==> src/rtl/divider_sc_mem_ctrl_if.sv <==
`default_nettype none
// ============================================================================
// Module  : divider_sc_mem_ctrl_if
// Brief   : Job, scratch-memory and divider-datapath signals of the controller
// Revision: 1.0  initial release
// ============================================================================
interface divider_sc_mem_ctrl_if #(
  parameter int ADDR_W = 8
);
  logic              start;
  logic [7:0]        num_groups;
  logic [ADDR_W-1:0] src_base;
  logic [ADDR_W-1:0] dst_base;
  logic              busy;
  logic              done;
  logic              mem_rd_en;
  logic [ADDR_W-1:0] mem_addr;
  logic [127:0]      mem_rd_data;
  logic              mem_wt_en;
  logic [127:0]      mem_wt_data;
  logic [127:0]      sc_mem_rd_data1;
  logic [127:0]      sc_mem_rd_data2;
  logic              sc_mem_rd_data_rdy;
  logic              all_div_done;
  logic [127:0]      sc_mem_wt_data;

  // master: the controller, which owns the scratch-memory bus
  modport master (
    input  start, num_groups, src_base, dst_base, mem_rd_data, all_div_done, sc_mem_wt_data,
    output busy, done, mem_rd_en, mem_addr, mem_wt_en, mem_wt_data,
           sc_mem_rd_data1, sc_mem_rd_data2, sc_mem_rd_data_rdy
  );

  modport slave (
    output start, num_groups, src_base, dst_base, mem_rd_data, all_div_done, sc_mem_wt_data,
    input  busy, done, mem_rd_en, mem_addr, mem_wt_en, mem_wt_data,
           sc_mem_rd_data1, sc_mem_rd_data2, sc_mem_rd_data_rdy
  );
endinterface
`default_nettype wire

==> src/rtl/divider_sc_mem_ctrl.sv <==
`default_nettype none
// ============================================================================
// Module  : divider_sc_mem_ctrl
// Brief   : Streams CDF line pairs from scratch memory to the divider datapath
//           and writes the two result lines back, one 8-value group at a time.
// Revision: 1.0  initial release
// ============================================================================
module divider_sc_mem_ctrl #(
  parameter int ADDR_W = 8
) (
  input  logic                  clk,
  input  logic                  reset,
  divider_sc_mem_ctrl_if.master bus
);

  localparam logic [ADDR_W-1:0] C_ADDR_ONE = ADDR_W'(1);

  typedef enum logic [3:0] {
    IDLE     = 4'd0,
    RD1      = 4'd1,
    RD2      = 4'd2,
    RD3      = 4'd3,
    PRESENT  = 4'd4,
    HOLD     = 4'd5,
    WAIT_DIV = 4'd6,
    COLLECT  = 4'd7,
    WT1      = 4'd8,
    WT2      = 4'd9,
    NEXT     = 4'd10
  } state_e;

  state_e            state_q;
  logic [7:0]        g_q;
  logic [7:0]        count_q;
  logic [ADDR_W-1:0] src_q;
  logic [ADDR_W-1:0] dst_q;
  logic [2:0]        dly_q;
  logic              busy_q;
  logic              done_q;
  logic              rdy_q;
  logic              rd_en_q;
  logic              wt_en_q;
  logic [ADDR_W-1:0] addr_q;
  logic [127:0]      wt_data_q;
  logic [127:0]      sc1_q;
  logic [127:0]      sc2_q;

  logic [7:0]        g_next_d;
  logic [ADDR_W-1:0] g_off_d;
  logic [ADDR_W-1:0] g_next_off_d;

  // Each group occupies two consecutive lines; offsets wrap with the address width.
  assign g_next_d     = g_q + 8'd1;
  assign g_off_d      = ADDR_W'({g_q, 1'b0});
  assign g_next_off_d = ADDR_W'({g_next_d, 1'b0});

  always_ff @(posedge clk or posedge reset) begin
    if (reset) begin
      state_q   <= IDLE;
      g_q       <= '0;
      count_q   <= '0;
      src_q     <= '0;
      dst_q     <= '0;
      dly_q     <= '0;
      busy_q    <= 1'b0;
      done_q    <= 1'b0;
      rdy_q     <= 1'b0;
      rd_en_q   <= 1'b0;
      wt_en_q   <= 1'b0;
      addr_q    <= '0;
      wt_data_q <= '0;
      sc1_q     <= '0;
      sc2_q     <= '0;
    end else begin
      rd_en_q <= 1'b0;
      wt_en_q <= 1'b0;
      done_q  <= 1'b0;
      rdy_q   <= 1'b0;
      case (state_q)
        IDLE: begin
          if (bus.start) begin
            if (bus.num_groups != 8'd0) begin
              state_q <= RD1;
              busy_q  <= 1'b1;
              count_q <= bus.num_groups;
              src_q   <= bus.src_base;
              dst_q   <= bus.dst_base;
              g_q     <= '0;
              rd_en_q <= 1'b1;
              addr_q  <= bus.src_base;
            end else begin
              done_q <= 1'b1;
            end
          end
        end
        RD1: begin
          state_q <= RD2;
          rd_en_q <= 1'b1;
          addr_q  <= src_q + g_off_d + C_ADDR_ONE;
        end
        RD2: begin
          state_q <= RD3;
          sc1_q   <= bus.mem_rd_data;
        end
        RD3: begin
          state_q <= PRESENT;
          sc2_q   <= bus.mem_rd_data;
          rdy_q   <= 1'b1;
        end
        PRESENT: state_q <= HOLD;
        HOLD:    state_q <= WAIT_DIV;
        WAIT_DIV: begin
          if (bus.all_div_done) begin
            state_q <= COLLECT;
            dly_q   <= '0;
          end
        end
        // Result line 1 arrives two cycles after the done sample, line 2 three later.
        COLLECT: begin
          dly_q <= dly_q + 3'd1;
          if (dly_q == 3'd1) begin
            state_q   <= WT1;
            wt_en_q   <= 1'b1;
            addr_q    <= dst_q + g_off_d;
            wt_data_q <= bus.sc_mem_wt_data;
          end
        end
        WT1: begin
          dly_q <= dly_q + 3'd1;
          if (dly_q == 3'd4) begin
            state_q   <= WT2;
            wt_en_q   <= 1'b1;
            addr_q    <= dst_q + g_off_d + C_ADDR_ONE;
            wt_data_q <= bus.sc_mem_wt_data;
          end
        end
        WT2: state_q <= NEXT;
        NEXT: begin
          g_q <= g_next_d;
          if (g_next_d == count_q) begin
            state_q <= IDLE;
            busy_q  <= 1'b0;
            done_q  <= 1'b1;
          end else begin
            state_q <= RD1;
            rd_en_q <= 1'b1;
            addr_q  <= src_q + g_next_off_d;
          end
        end
        default: state_q <= IDLE;
      endcase
    end
  end

  assign bus.busy               = busy_q;
  assign bus.done               = done_q;
  assign bus.mem_rd_en          = rd_en_q;
  assign bus.mem_addr           = addr_q;
  assign bus.mem_wt_en          = wt_en_q;
  assign bus.mem_wt_data        = wt_data_q;
  assign bus.sc_mem_rd_data1    = sc1_q;
  assign bus.sc_mem_rd_data2    = sc2_q;
  assign bus.sc_mem_rd_data_rdy = rdy_q;

endmodule
`default_nettype wire

==> src/flat_wrapper.sv <==
// flat-port wrapper written by rule: the top's interface ports become plain ports
module divider_sc_mem_ctrl_flat 
#(
  parameter int ADDR_W = 8
)
  (clk, reset, bus_start, bus_num_groups, bus_src_base, bus_dst_base, bus_mem_rd_data, bus_all_div_done, bus_sc_mem_wt_data, bus_busy, bus_done, bus_mem_rd_en, bus_mem_addr, bus_mem_wt_en, bus_mem_wt_data, bus_sc_mem_rd_data1, bus_sc_mem_rd_data2, bus_sc_mem_rd_data_rdy);
  divider_sc_mem_ctrl_if #(.ADDR_W(ADDR_W)) bus_i ();
  input  logic clk;
  input  logic reset;
  input wire logic [$bits(bus_i.start)-1:0] bus_start;
  input wire logic [$bits(bus_i.num_groups)-1:0] bus_num_groups;
  input wire logic [$bits(bus_i.src_base)-1:0] bus_src_base;
  input wire logic [$bits(bus_i.dst_base)-1:0] bus_dst_base;
  input wire logic [$bits(bus_i.mem_rd_data)-1:0] bus_mem_rd_data;
  input wire logic [$bits(bus_i.all_div_done)-1:0] bus_all_div_done;
  input wire logic [$bits(bus_i.sc_mem_wt_data)-1:0] bus_sc_mem_wt_data;
  output wire logic [$bits(bus_i.busy)-1:0] bus_busy;
  output wire logic [$bits(bus_i.done)-1:0] bus_done;
  output wire logic [$bits(bus_i.mem_rd_en)-1:0] bus_mem_rd_en;
  output wire logic [$bits(bus_i.mem_addr)-1:0] bus_mem_addr;
  output wire logic [$bits(bus_i.mem_wt_en)-1:0] bus_mem_wt_en;
  output wire logic [$bits(bus_i.mem_wt_data)-1:0] bus_mem_wt_data;
  output wire logic [$bits(bus_i.sc_mem_rd_data1)-1:0] bus_sc_mem_rd_data1;
  output wire logic [$bits(bus_i.sc_mem_rd_data2)-1:0] bus_sc_mem_rd_data2;
  output wire logic [$bits(bus_i.sc_mem_rd_data_rdy)-1:0] bus_sc_mem_rd_data_rdy;
  assign bus_i.start = bus_start;
  assign bus_i.num_groups = bus_num_groups;
  assign bus_i.src_base = bus_src_base;
  assign bus_i.dst_base = bus_dst_base;
  assign bus_i.mem_rd_data = bus_mem_rd_data;
  assign bus_i.all_div_done = bus_all_div_done;
  assign bus_i.sc_mem_wt_data = bus_sc_mem_wt_data;
  assign bus_busy = bus_i.busy;
  assign bus_done = bus_i.done;
  assign bus_mem_rd_en = bus_i.mem_rd_en;
  assign bus_mem_addr = bus_i.mem_addr;
  assign bus_mem_wt_en = bus_i.mem_wt_en;
  assign bus_mem_wt_data = bus_i.mem_wt_data;
  assign bus_sc_mem_rd_data1 = bus_i.sc_mem_rd_data1;
  assign bus_sc_mem_rd_data2 = bus_i.sc_mem_rd_data2;
  assign bus_sc_mem_rd_data_rdy = bus_i.sc_mem_rd_data_rdy;
  divider_sc_mem_ctrl #(.ADDR_W(ADDR_W)) u_core (.clk(clk), .reset(reset), .bus(bus_i));
endmodule
==> config.mk <==
export PLATFORM = sky130hd
export DESIGN_NAME = divider_sc_mem_ctrl_flat
export DESIGN_NICKNAME = d
export VERILOG_FILES = /design/src/rtl/divider_sc_mem_ctrl_if.sv /design/src/rtl/divider_sc_mem_ctrl.sv /design/src/flat_wrapper.sv
export SDC_FILE = /design/constraint.sdc
export NUM_CORES = 1
export LEC_CHECK = 0
export BUFFER_PORTS_ARGS = -buffer_cell sky130_fd_sc_hd__buf_2
export CAP_MARGIN = 10
export CORE_AREA = 2 2 266 268
export CTS_CLUSTER_SIZE = 8
export DETAILED_ROUTE_END_ITERATION = 10
export DIE_AREA = 0 0 268 270
export PLACE_DENSITY = 0.55
export SLEW_MARGIN = 30
export SYNTH_ARGS = -nofsm -noshare
export SYNTH_HDL_FRONTEND = slang
export SYNTH_SLANG_ARGS = --single-unit
==> constraint.sdc <==
create_clock -name clk -period 24.1 [get_ports clk]
set_input_delay 2.41 -clock clk [delete_from_list [all_inputs] [get_ports clk]]
set_output_delay 2.41 -clock clk [all_outputs]
set_load 0.005 [all_outputs]
==> impl_metrics.toml <==
[run_status]
outcome = "complete, no violations"

[critical_path]
crit_arrival_ns = 4.44
crit_top_cell = "nand2_1"
reg2reg_slack_ns = 20.29
cp_max_fo = 13
worstSetupPathType = "in2reg"
cp-end-kind = "register"
cpMaxStageDelayCell = "nor4_2"
slowest_delay_ns = 0.59
crit_required_ns = 24.60
worstSetupStartpointType = "input pin"
cp_cell_sequence = "buf_2 -> nor4_2 -> nand2_1 -> nand3_1 -> buf_4 -> nand2_1 -> a21bo_2 -> o31ai_1"

[clocking]
cts_hold_buffers = 0
htreeDepth = 2
clockBufferDepth = 3
cts.sinks = 436
numCtsBuffers = 61
cts_tree = "built"
cts_resized = 0
clk_pin_slew_ns = 0.05
clk_latency_ns = 0.62
post_cts_buffers = 0
ctsRootBufferMaster = "clkbuf_16"

[drt]
vias = 13800
dr.pass1.iters = 5
drt_wl_total_um = 59400
wl_per_cell_um = 18.9
vias_per_cell = 4.40
antenna_left = 0
drt-initial-drc-count = 643
drc = 0

[logic_synthesis]
syn_nets = 1829
yosys.cell_count.top_type = "nand2_1"
synth_cell_types = 63
synth_edf_count = 0
synth.cells.most_frequent = "484 x nand2_1, 436 x dfrtp_1, 258 x mux2_2"
avgSynthCellArea_um2 = 11.8
syn_inst = 1519
synth_top_area_cell = "dfrtp_1"
yosysSeqAreaShare_pct = 60.9
ys.flop_type = "dfrtp_1"
ys_seq_elements = 436
synthArstFlopShare_pct = 100
synth_top_area_share_pct = 60.9
ys_warn_count = 0
synth_area_leaders = "dfrtp_1 61%, mux2_2 16%, nand2_1 10%, ha_1 1.6%, xnor2_1 1.0%"
synth_area_um2 = 17900

[floorplan]
die_h_um = 270
initial_core_util_pct = 25.7
core_um2 = 69500
die_area_um2 = 72400
rows = 97
io_pins = 681
die_width_um = 268

[placement]
dp_cells = 3074
io_buffer_count = 680
dp_slack_ns = 19.49
dp_hpwl_um = 43500
gp_congestion = 0.894

[layout]
fin_cells = 3146
areaGrowthSynthToFinish_pct = 33.9
finalNetCount = 2508
layout-drive-gt1-share_pct = 47.2
fillers = 7062

[timing]
tns_ns = 0
grt_setup_unrepaired = "false"
max-slew-margin-rel_pct = 35.9
final.setup_skew_ns = 0.0320
fmax_ghz = 0.254
slew_violations = 0
setup_violations = 0
period_share_pct = 16.3
period_minus_slack_ns = 3.94
hold_slack_ns = 0.464
fin_ws_ns = 20.16
hold_viol_final = 0
worstMarginPinSlew_ns = 0.961

[global_routing]
grt_use_total_pct = 16.1
antenna_found_initial = 5
busiest_layer = "met2"
grt_max_degree = 165
grtUsageMet2_pct = 29.4
met1_usage_pct = 17.9
grt_pass1_vias = 15100
use_met3_pct = 4.98
grt_pass1_wl_um = 90700
grt_remaining_overflow = 0

[job]
max-cap-violations = 0

[worst_hold_path]
hp-class = "reg2reg"

[power]
peakVddDrop_v = 0.0000773
power_density_nw_per_um2 = 145
p_total_mw = 3.47
power_leakage_nw = 11.9
## layout by cell type (no fill, tap or decap), drive strengths merged, types with 4 or more instances in the layout
| cell type | count |
|---|---|
| inv | 18 |
| clkinv | 5 |
| buf | 692 |
| nand2 | 485 |
| o21ai | 34 |
| clkbuf | 63 |
| o31ai | 5 |
| nand3 | 13 |
| dfrtp | 436 |
| nor4 | 5 |
| nand2b | 8 |
| nand3b | 4 |
| xnor2 | 21 |
| nor2b | 8 |
| mux2 | 258 |
| a31oi | 4 |
| o21bai | 4 |
| ha | 23 |
| nor2 | 21 |
| nor3 | 9 |
| xor2 | 12 |
| a22o | 4 |
| a21oi | 19 |
| a21o | 5 |
## cells by family after synthesis
group	share of synthesized area, %
AOI/OAI and AO/OA	4.31
xor gates and xnor gates	1.61
adders and majority gates	1.94
buffers and inverters	2.30
DFF	60.9
muxes	16.3
and+or+nand+nor	12.6
## cell type report
type,count,area (um^2),area share (%)
tap,940,1180,4.91
clock inverter,5,88.8,0.371
multi-input combinational,988,6610,27.6
antenna,3,7.51,0.0313
sequential,436,10900,45.5
clock buffer,63,1550,6.48
inverter,19,86.3,0.360
timing repair buffer,692,3550,14.8
## power breakdown
group	internal, mW	total, mW	switching, mW
Clock	0.450	0.764	0.313
Combinational	0.673	1.38	0.705
Sequential	1.11	1.33	0.225
## worst max-delay path, delay by kind of cell
kind / cells / cell delay [ns]
AO/OA/AOI/OAI: 2 / 0.30
AND/OR/NAND/NOR: 4 / 1.32
buffers and inverters: 2 / 0.40
## layer usage
metal / share of wire (%) / up-vias
li1: - / 6412
met1: 39 / 6890
met2: 52 / 452
met3: 7.1 / 84
met4: 2.1 / 2
met5: 0.022 / -
## stage by stage
stage                     area [um^2]  utilization, %
final                           24000            34.5
after global routing            24000            34.5
after CTS                       23900            34.4
after detailed placement        22300            32.1
after floorplan                 17900               -
after global placement          22300            32.0
## registers in the layout, summed over array words and instances (netlist names), 3 cells and up
signal / count
u_core.bus.mem_wt_data: 128
u_core.bus.sc_mem_rd_data1: 128
u_core.bus.sc_mem_rd_data2: 128
u_core.bus.mem_addr: 8
u_core.count_q: 8
u_core.dst_q: 8
u_core.g_q: 8
u_core.src_q: 8
u_core.state_q: 4
u_core.dly_q: 3
## worst paths after layout
path / start / to / cells after the start
hold reg to reg: u_core.bus.mem_wt_data[80] / u_core.bus.mem_wt_data[80] / 2
hold / removal: u_core.bus.mem_wt_data[80] / u_core.bus.mem_wt_data[80] / 2
setup / recovery: bus_num_groups[5] / u_core.g_q[3] / 8
max in group asynchronous: reset / u_core.bus.sc_mem_rd_data1[117] / 4
min in group asynchronous: reset / u_core.bus.sc_mem_rd_data2[93] / 2
setup reg to reg: u_core.state_q[3] / u_core.bus.mem_wt_data[15] / 8
No activity file was read; power rests on OpenSTA's default activity.
